<file path="src/rtl/branch_resolver_pkg.sv">
// Shared types and constants for the branch bookkeeping queue.
package branch_resolver_pkg;

  localparam int DATA_WIDTH = 32;
  localparam logic [DATA_WIDTH-1:0] ZERO_DATA = '0;
  localparam logic TRUE  = 1'b1;
  localparam logic FALSE = 1'b0;

  localparam int BRANCH_QUEUE_SIZE = 8;
  localparam int DEPTH = BRANCH_QUEUE_SIZE;
  localparam int TAG_W = $clog2(DEPTH);

  typedef logic [TAG_W-1:0]      tag_t;
  typedef logic [TAG_W:0]        cnt_t;
  typedef logic [DATA_WIDTH-1:0] data_t;

  localparam tag_t BRANCH_TAG_ZERO = '0;

  typedef struct packed {
    logic  valid;
    logic  resolved;
    logic  pred_taken;
    logic  taken;
    data_t pc;
    data_t pred_pc;
    data_t act_pc;
  } br_entry_t;

  function automatic data_t next_pc(
    input logic  taken,
    input data_t target,
    input data_t pc
  );
    return taken ? target : pc + 32'd4;
  endfunction

endpackage

</file>
<file path="src/rtl/branch_resolver_if.sv">
// Issue / resolve / retire bundle between decode, branch ALU and PC unit.
interface branch_resolver_if;
  import branch_resolver_pkg::*;

  logic  in_issue_valid;
  data_t in_issue_pc;
  logic  in_issue_pred_taken;
  data_t in_issue_pred_pc;
  tag_t  out_issue_tag;
  logic  out_full;

  logic  in_resolve_valid;
  tag_t  in_resolve_tag;
  logic  in_resolve_taken;
  data_t in_resolve_target;

  logic  out_branch_valid;
  logic  out_misbranch;
  logic  out_branch_taken;
  data_t out_branch_pc;
  data_t out_correct_address;

  modport master (
    output in_issue_valid, in_issue_pc,
    output in_issue_pred_taken, in_issue_pred_pc,
    input  out_issue_tag, out_full,
    output in_resolve_valid, in_resolve_tag,
    output in_resolve_taken, in_resolve_target,
    input  out_branch_valid, out_misbranch,
    input  out_branch_taken, out_branch_pc,
    input  out_correct_address
  );

  modport slave (
    input  in_issue_valid, in_issue_pc,
    input  in_issue_pred_taken, in_issue_pred_pc,
    output out_issue_tag, out_full,
    input  in_resolve_valid, in_resolve_tag,
    input  in_resolve_taken, in_resolve_target,
    output out_branch_valid, out_misbranch,
    output out_branch_taken, out_branch_pc,
    output out_correct_address
  );

endinterface

</file>
<file path="src/rtl/branch_resolver.sv">
// In-order branch queue: out-of-order resolve, in-order retire, flush.
// Optional retire/mispredict counters with `define BRANCH_STAT_EN.
module branch_resolver
  import branch_resolver_pkg::*;
(
  input  logic clk,
  input  logic rst,
  input  logic ena,
`ifdef BRANCH_STAT_EN
  output logic [31:0] out_stat_retired,
  output logic [31:0] out_stat_mispredict,
`endif
  branch_resolver_if.slave bus
);

  br_entry_t ent_q [DEPTH];
  br_entry_t ent_d [DEPTH];
  tag_t  head_q, head_d;
  tag_t  tail_q, tail_d;
  cnt_t  cnt_q, cnt_d;
  logic  valid_q, valid_d;
  logic  mis_q, mis_d;
  logic  taken_q, taken_d;
  data_t pc_q, pc_d;
  data_t addr_q, addr_d;

  logic full;
  logic issue_ok;
  logic resolve_ok;
  logic retire_ok;
  logic retire_mis;
  br_entry_t hd;

  assign full = (cnt_q == cnt_t'(DEPTH));
  assign hd   = ent_q[head_q];

  assign issue_ok   = ena && bus.in_issue_valid && !full && !mis_q;
  assign resolve_ok = ena && bus.in_resolve_valid && !mis_q
                      && ent_q[bus.in_resolve_tag].valid;
  assign retire_ok  = ena && hd.valid && hd.resolved && !mis_q;
  assign retire_mis = retire_ok && (hd.act_pc != hd.pred_pc);

  // pred_taken is kept for predictor bookkeeping but never feeds logic
  logic unused_pred;
  always_comb begin
    unused_pred = 1'b0;
    for (int i = 0; i < DEPTH; i++)
      unused_pred = unused_pred ^ ent_q[i].pred_taken;
  end

  always_comb begin
    ent_d   = ent_q;
    head_d  = head_q;
    tail_d  = tail_q;
    cnt_d   = cnt_q;
    valid_d = FALSE;
    mis_d   = FALSE;
    taken_d = taken_q;
    pc_d    = pc_q;
    addr_d  = addr_q;
    if (issue_ok) begin
      ent_d[tail_q].valid      = TRUE;
      ent_d[tail_q].resolved   = FALSE;
      ent_d[tail_q].pred_taken = bus.in_issue_pred_taken;
      ent_d[tail_q].taken      = FALSE;
      ent_d[tail_q].pc         = bus.in_issue_pc;
      ent_d[tail_q].pred_pc    = bus.in_issue_pred_pc;
      ent_d[tail_q].act_pc     = ZERO_DATA;
      tail_d = tail_q + 1'b1;
    end
    if (resolve_ok) begin
      ent_d[bus.in_resolve_tag].resolved = TRUE;
      ent_d[bus.in_resolve_tag].taken    = bus.in_resolve_taken;
      ent_d[bus.in_resolve_tag].act_pc   = next_pc(
        bus.in_resolve_taken, bus.in_resolve_target,
        ent_q[bus.in_resolve_tag].pc);
    end
    if (retire_ok) begin
      valid_d = TRUE;
      mis_d   = retire_mis;
      taken_d = hd.taken;
      pc_d    = hd.pc;
      addr_d  = hd.act_pc;
      ent_d[head_q].valid    = FALSE;
      ent_d[head_q].resolved = FALSE;
      head_d = head_q + 1'b1;
    end
    cnt_d = cnt_q + cnt_t'(issue_ok) - cnt_t'(retire_ok);
    // a mispredict wipes everything younger, including this edge's inputs
    if (retire_mis) begin
      for (int i = 0; i < DEPTH; i++) begin
        ent_d[i].valid    = FALSE;
        ent_d[i].resolved = FALSE;
      end
      head_d = BRANCH_TAG_ZERO;
      tail_d = BRANCH_TAG_ZERO;
      cnt_d  = '0;
    end
  end

  always_ff @(posedge clk or posedge rst) begin
    if (rst) begin
      for (int i = 0; i < DEPTH; i++) ent_q[i] <= '0;
      head_q  <= BRANCH_TAG_ZERO;
      tail_q  <= BRANCH_TAG_ZERO;
      cnt_q   <= '0;
      valid_q <= FALSE;
      mis_q   <= FALSE;
      taken_q <= FALSE;
      pc_q    <= ZERO_DATA;
      addr_q  <= ZERO_DATA;
    end else begin
      for (int i = 0; i < DEPTH; i++) ent_q[i] <= ent_d[i];
      head_q  <= head_d;
      tail_q  <= tail_d;
      cnt_q   <= cnt_d;
      valid_q <= valid_d;
      mis_q   <= mis_d;
      taken_q <= taken_d;
      pc_q    <= pc_d;
      addr_q  <= addr_d;
    end
  end

`ifdef BRANCH_STAT_EN
  logic [31:0] stat_ret_q, stat_mis_q;

  always_ff @(posedge clk or posedge rst) begin
    if (rst) begin
      stat_ret_q <= '0;
      stat_mis_q <= '0;
    end else begin
      if (retire_ok)  stat_ret_q <= stat_ret_q + 32'd1;
      if (retire_mis) stat_mis_q <= stat_mis_q + 32'd1;
    end
  end

  assign out_stat_retired    = stat_ret_q;
  assign out_stat_mispredict = stat_mis_q;
`endif

  assign bus.out_issue_tag       = tail_q;
  assign bus.out_full            = full;
  assign bus.out_branch_valid    = valid_q;
  assign bus.out_misbranch       = mis_q;
  assign bus.out_branch_taken    = taken_q;
  assign bus.out_branch_pc       = pc_q;
  assign bus.out_correct_address = addr_q;

endmodule

</file>
<file path="src/flat_wrapper.sv">
// flat-port wrapper written by rule: the top's interface ports become plain ports
module branch_resolver_flat import branch_resolver_pkg::*;
  (clk, rst, ena, bus_in_issue_valid, bus_in_issue_pc, bus_in_issue_pred_taken, bus_in_issue_pred_pc, bus_out_issue_tag, bus_out_full, bus_in_resolve_valid, bus_in_resolve_tag, bus_in_resolve_taken, bus_in_resolve_target, bus_out_branch_valid, bus_out_misbranch, bus_out_branch_taken, bus_out_branch_pc, bus_out_correct_address);
  branch_resolver_if bus_i ();
  input  logic clk;
  input  logic rst;
  input  logic ena;
  input wire logic [$bits(bus_i.in_issue_valid)-1:0] bus_in_issue_valid;
  input wire logic [$bits(bus_i.in_issue_pc)-1:0] bus_in_issue_pc;
  input wire logic [$bits(bus_i.in_issue_pred_taken)-1:0] bus_in_issue_pred_taken;
  input wire logic [$bits(bus_i.in_issue_pred_pc)-1:0] bus_in_issue_pred_pc;
  output wire logic [$bits(bus_i.out_issue_tag)-1:0] bus_out_issue_tag;
  output wire logic [$bits(bus_i.out_full)-1:0] bus_out_full;
  input wire logic [$bits(bus_i.in_resolve_valid)-1:0] bus_in_resolve_valid;
  input wire logic [$bits(bus_i.in_resolve_tag)-1:0] bus_in_resolve_tag;
  input wire logic [$bits(bus_i.in_resolve_taken)-1:0] bus_in_resolve_taken;
  input wire logic [$bits(bus_i.in_resolve_target)-1:0] bus_in_resolve_target;
  output wire logic [$bits(bus_i.out_branch_valid)-1:0] bus_out_branch_valid;
  output wire logic [$bits(bus_i.out_misbranch)-1:0] bus_out_misbranch;
  output wire logic [$bits(bus_i.out_branch_taken)-1:0] bus_out_branch_taken;
  output wire logic [$bits(bus_i.out_branch_pc)-1:0] bus_out_branch_pc;
  output wire logic [$bits(bus_i.out_correct_address)-1:0] bus_out_correct_address;
  assign bus_i.in_issue_valid = bus_in_issue_valid;
  assign bus_i.in_issue_pc = bus_in_issue_pc;
  assign bus_i.in_issue_pred_taken = bus_in_issue_pred_taken;
  assign bus_i.in_issue_pred_pc = bus_in_issue_pred_pc;
  assign bus_out_issue_tag = bus_i.out_issue_tag;
  assign bus_out_full = bus_i.out_full;
  assign bus_i.in_resolve_valid = bus_in_resolve_valid;
  assign bus_i.in_resolve_tag = bus_in_resolve_tag;
  assign bus_i.in_resolve_taken = bus_in_resolve_taken;
  assign bus_i.in_resolve_target = bus_in_resolve_target;
  assign bus_out_branch_valid = bus_i.out_branch_valid;
  assign bus_out_misbranch = bus_i.out_misbranch;
  assign bus_out_branch_taken = bus_i.out_branch_taken;
  assign bus_out_branch_pc = bus_i.out_branch_pc;
  assign bus_out_correct_address = bus_i.out_correct_address;
  branch_resolver u_core (.clk(clk), .rst(rst), .ena(ena), .bus(bus_i));
endmodule
</file>
<file path="config.mk">
export PLATFORM = sky130hd
export DESIGN_NAME = branch_resolver_flat
export DESIGN_NICKNAME = d
export VERILOG_FILES = /design/src/rtl/branch_resolver_pkg.sv /design/src/rtl/branch_resolver_if.sv /design/src/rtl/branch_resolver.sv /design/src/flat_wrapper.sv
export SDC_FILE = /design/constraint.sdc
export NUM_CORES = 2
export LEC_CHECK = 0
export CAP_MARGIN = 10
export CORE_MARGIN = 4
export CORE_UTILIZATION = 38
export DETAILED_ROUTE_END_ITERATION = 16
export PLACE_DENSITY = 0.62
export SLEW_MARGIN = 10
export SYNTH_ARGS = -nofsm -noshare
export SYNTH_HDL_FRONTEND = slang
export SYNTH_SLANG_ARGS = --single-unit
export TNS_END_PERCENT = 10
</file>
<file path="constraint.sdc">
create_clock -name clk -period 38.5 [get_ports clk]
set_clock_uncertainty 0.05 [all_clocks]
set_input_delay 7.7 -clock clk [delete_from_list [all_inputs] [get_ports clk]]
set_output_delay 7.7 -clock clk [all_outputs]
set_load 0.02 [all_outputs]
</file>
==> results.toml <==
[critical_path]
cp_cell_sequence = "buf_4 > buf_4 > nor2b_1 > buf_4 > o2bb2ai_1 > a221o_1 > ha_1 > o2111ai_1 > nand2b_1 > nor4_1 > xnor2_1 > mux2i_1 > o21ai_0"
cp_common_cell = "buf_4"
cp_max_fo = 39
end_kind = "flip-flop"
cp.required_ps = 38940
critPathTopFamily = "buffers and inverters"
max_stage_delay_ps = 1000
crit_arrival_ps = 12540
crit_path_top_delay_cell = "mux2i_1"
worstSetupPathType = "primary input to flip-flop"
worstSetupStartpointType = "primary input"
crit_buf_inv = 3

[cts]
clockRootBuffer = "clkbuf_16"
cts.path.max_buffers = 3
cts_hold_buf = 0
cts_max_level = 3
clk_pin_slew_ps = 60
ctsResizeCount = 0
clock-sinks = 869
cts_tree = "yes"
post_cts_buffers = 0
cts_made_buffers = 97
clock_latency_ps = 680

[logic_synthesis]
syn-num-nets = 4103
yosysSeqAreaShare_pct = 51.95
synth_top_area_share_pct = 51.95
syn_area_per_cell_um2 = 10.50
ys_ff_latch = 869
synth_ff_type = "dfrtp_1"
ys_top_cells_by_count = "869 x dfrtp_1, 866 x nand2_1, 342 x mux2_2"
synth_most_common_cell = "dfrtp_1"
netlist_instances = 3988
yosysTopAreaCell = "dfrtp_1"
synth_area_leaders = "dfrtp_1 52%, mux2_2 9.2%, nand2_1 7.8%, mux4_2 3.8%, nand3_1 3.2%"
synth_area_um2 = 41860
ys_types = 79
synth_edf_count = 0
synthArstFlopShare_pct = 100.0
yosys_warnings = 0

[power]
vdd_ir_drop_max_mv = 0.05161
leakage_nw = 21.84
p_int_w = 0.002412
p_sw_share_pct = 35.42
clkPwrFrac_pct = 25.4
seq_power_share_pct = 41.8
p_sw_w = 0.001323
p_per_area_nw_per_um2 = 77.53
pwr-share-comb_pct = 32.8

[route]
drt_iter0_markers = 4027
firstDrtPassIters = 8
drtAntennaViolNets = 0
via_count = 33180
wirelength_um = 149800
wl_per_cell_um = 26.87
drc = 0
vias_per_cell = 5.951

[grt]
grt_pass1_wl_um = 222300
grt_max_degree = 163
grt_pass1_vias = 32550
track_usage_pct = 25.38
antenna_found_initial = 8
gr-total-overflow = 0

[timing]
rsz0062_at_grt = "false"
min_period_ps = 12100
drv_slew = 0
fmax_ghz = 0.08267
tns_ps = 0
worst_slack_ps = 26400
slew_headroom_pct = 9.301
finalSetupViolations = 0
final_hold_viol_count = 0
max_slew.worst_pin.slew_ps = 1346
finalCritPeriodShare_pct = 31.42

[die]
dieWidth_um = 339.9
core-area_um2 = 109200
fp.dieH_um = 339.9
rows = 121
ioPinCount = 177
initial_utilization_pct = 38.35
die-area_um2 = 115500

[job]
max_cap_viol_count = 0

[finish]
num-fill-cells = 10320
stdcell_count = 5576
final_layout_size_suffix_gt1_share_pct = 17.05
nets = 4139
syn_to_final_growth_pct = 15.10
final_core_util_pct = 44.13

[place]
dp_hpwl_um = 87360
dp_cells = 5401
io_buffers = 175
gp_congestion = 0.8561
place_ws_ps = 25890

[status]
status = "finished clean"

[min_path]
min_path_type = "flip-flop to flip-flop"
[layout make-up]
cell class	instances	area [um^2]	area share, %
sequential	869	21760	45.16
multi-input combinational	2781	18900	39.24
clock buffer	148	2863	5.942
timing repair buffer	253	2360	4.898
tap	1476	1847	3.833
clock inverter	22	342.8	0.7116
inverter	22	91.34	0.1896
antenna	5	12.51	0.02597
[kinds of logic (layout without fill, tap and decap cells)]
| kind of cell | after synthesis | in the layout | synth area share (%) |
|---|---|---|---|
| buffers and inverters | 338 | 445 | 3.321 |
| xor gates and xnor gates | 58 | 58 | 1.214 |
| DFF | 869 | 869 | 51.95 |
| AOI/OAI and AO/OA | 752 | 752 | 12.06 |
| other | 0 | 5 | 0 |
| muxes | 528 | 528 | 16.40 |
| and+or+nand+nor | 1434 | 1434 | 14.77 |
| adders and majority gates | 9 | 9 | 0.2870 |
[final timing paths]
check                      depth (start not counted)                         start  slack [ps]                                 endpoint
max                                               13         bus_in_resolve_tag[0]       26400              u_core.ent_q[318]$_DFF_PP0_
min                                                2                     flip-flop         420                                flip-flop
max reg2reg                                       14  u_core.head_q[2]$_DFFE_PP0P_       32300  u_core.bus.out_issue_tag[0]$_DFFE_PP0P_
min reg2reg                                        2                     flip-flop         420                                flip-flop
max in group asynchronous                          5                           rst       27610                                async pin
min in group asynchronous                          2                           rst        7520              u_core.ent_q[712]$_DFF_PP0_
[routing by layer]
metal  vias to the layer above  GRT usage (%)  share of wire, %
met1                     16860          34.88                41
met3                       348          5.040               9.1
li1                      14350              -                 -
met2                      1625          39.09                45
met4                         4          11.14               4.8
met5                         -              0             0.018
[tightest hold or removal path: stages, from the launching register on]
cell and delay, ps:
dfrtp_1 340, nand2_1 50, nand2_1 50
[per-stage QoR]
step / power, W / instance area [um^2] / hold WS (ps)
CTS: 0.003729 / 48160 / 424.5
detailed placement: 0.002775 / 44960 / 409.5
floorplan: 0.002320 / 41860 / 387.6
global route: 0.003932 / 48160 / 440.7
global placement: 0.002737 / 44960 / 403.9
finish: 0.003735 / 48180 / 420.0
[power by group through the flow]
| stage | Combinational [W] | Clock [W] | Sequential (W) |
|---|---|---|---|
| after CTS | 0.00121 | 0.000961 | 0.00155 |
| after global placement | 0.00118 | 0 | 0.00155 |
| after detailed placement | 0.00121 | 0 | 0.00157 |
| after global routing | 0.00133 | 0.00100 | 0.00160 |
| final | 0.00122 | 0.000950 | 0.00156 |
| after floorplan | 0.000786 | 0 | 0.00153 |
[placed cells by master, fill, tap and decap left out, types with 77 or more instances in the layout]
cell               n
dfrtp_1          866
nand3_1          267
buf_4             77
a221oi_1         100
clkbuf_16        100
mux2i_1           98
clkdlybuf4s50_1  171
nor2_1           137
mux2_2           342
o21ai_0          265
nand2_1          855
a21oi_1           80
(Power assumes the default switching activity.)
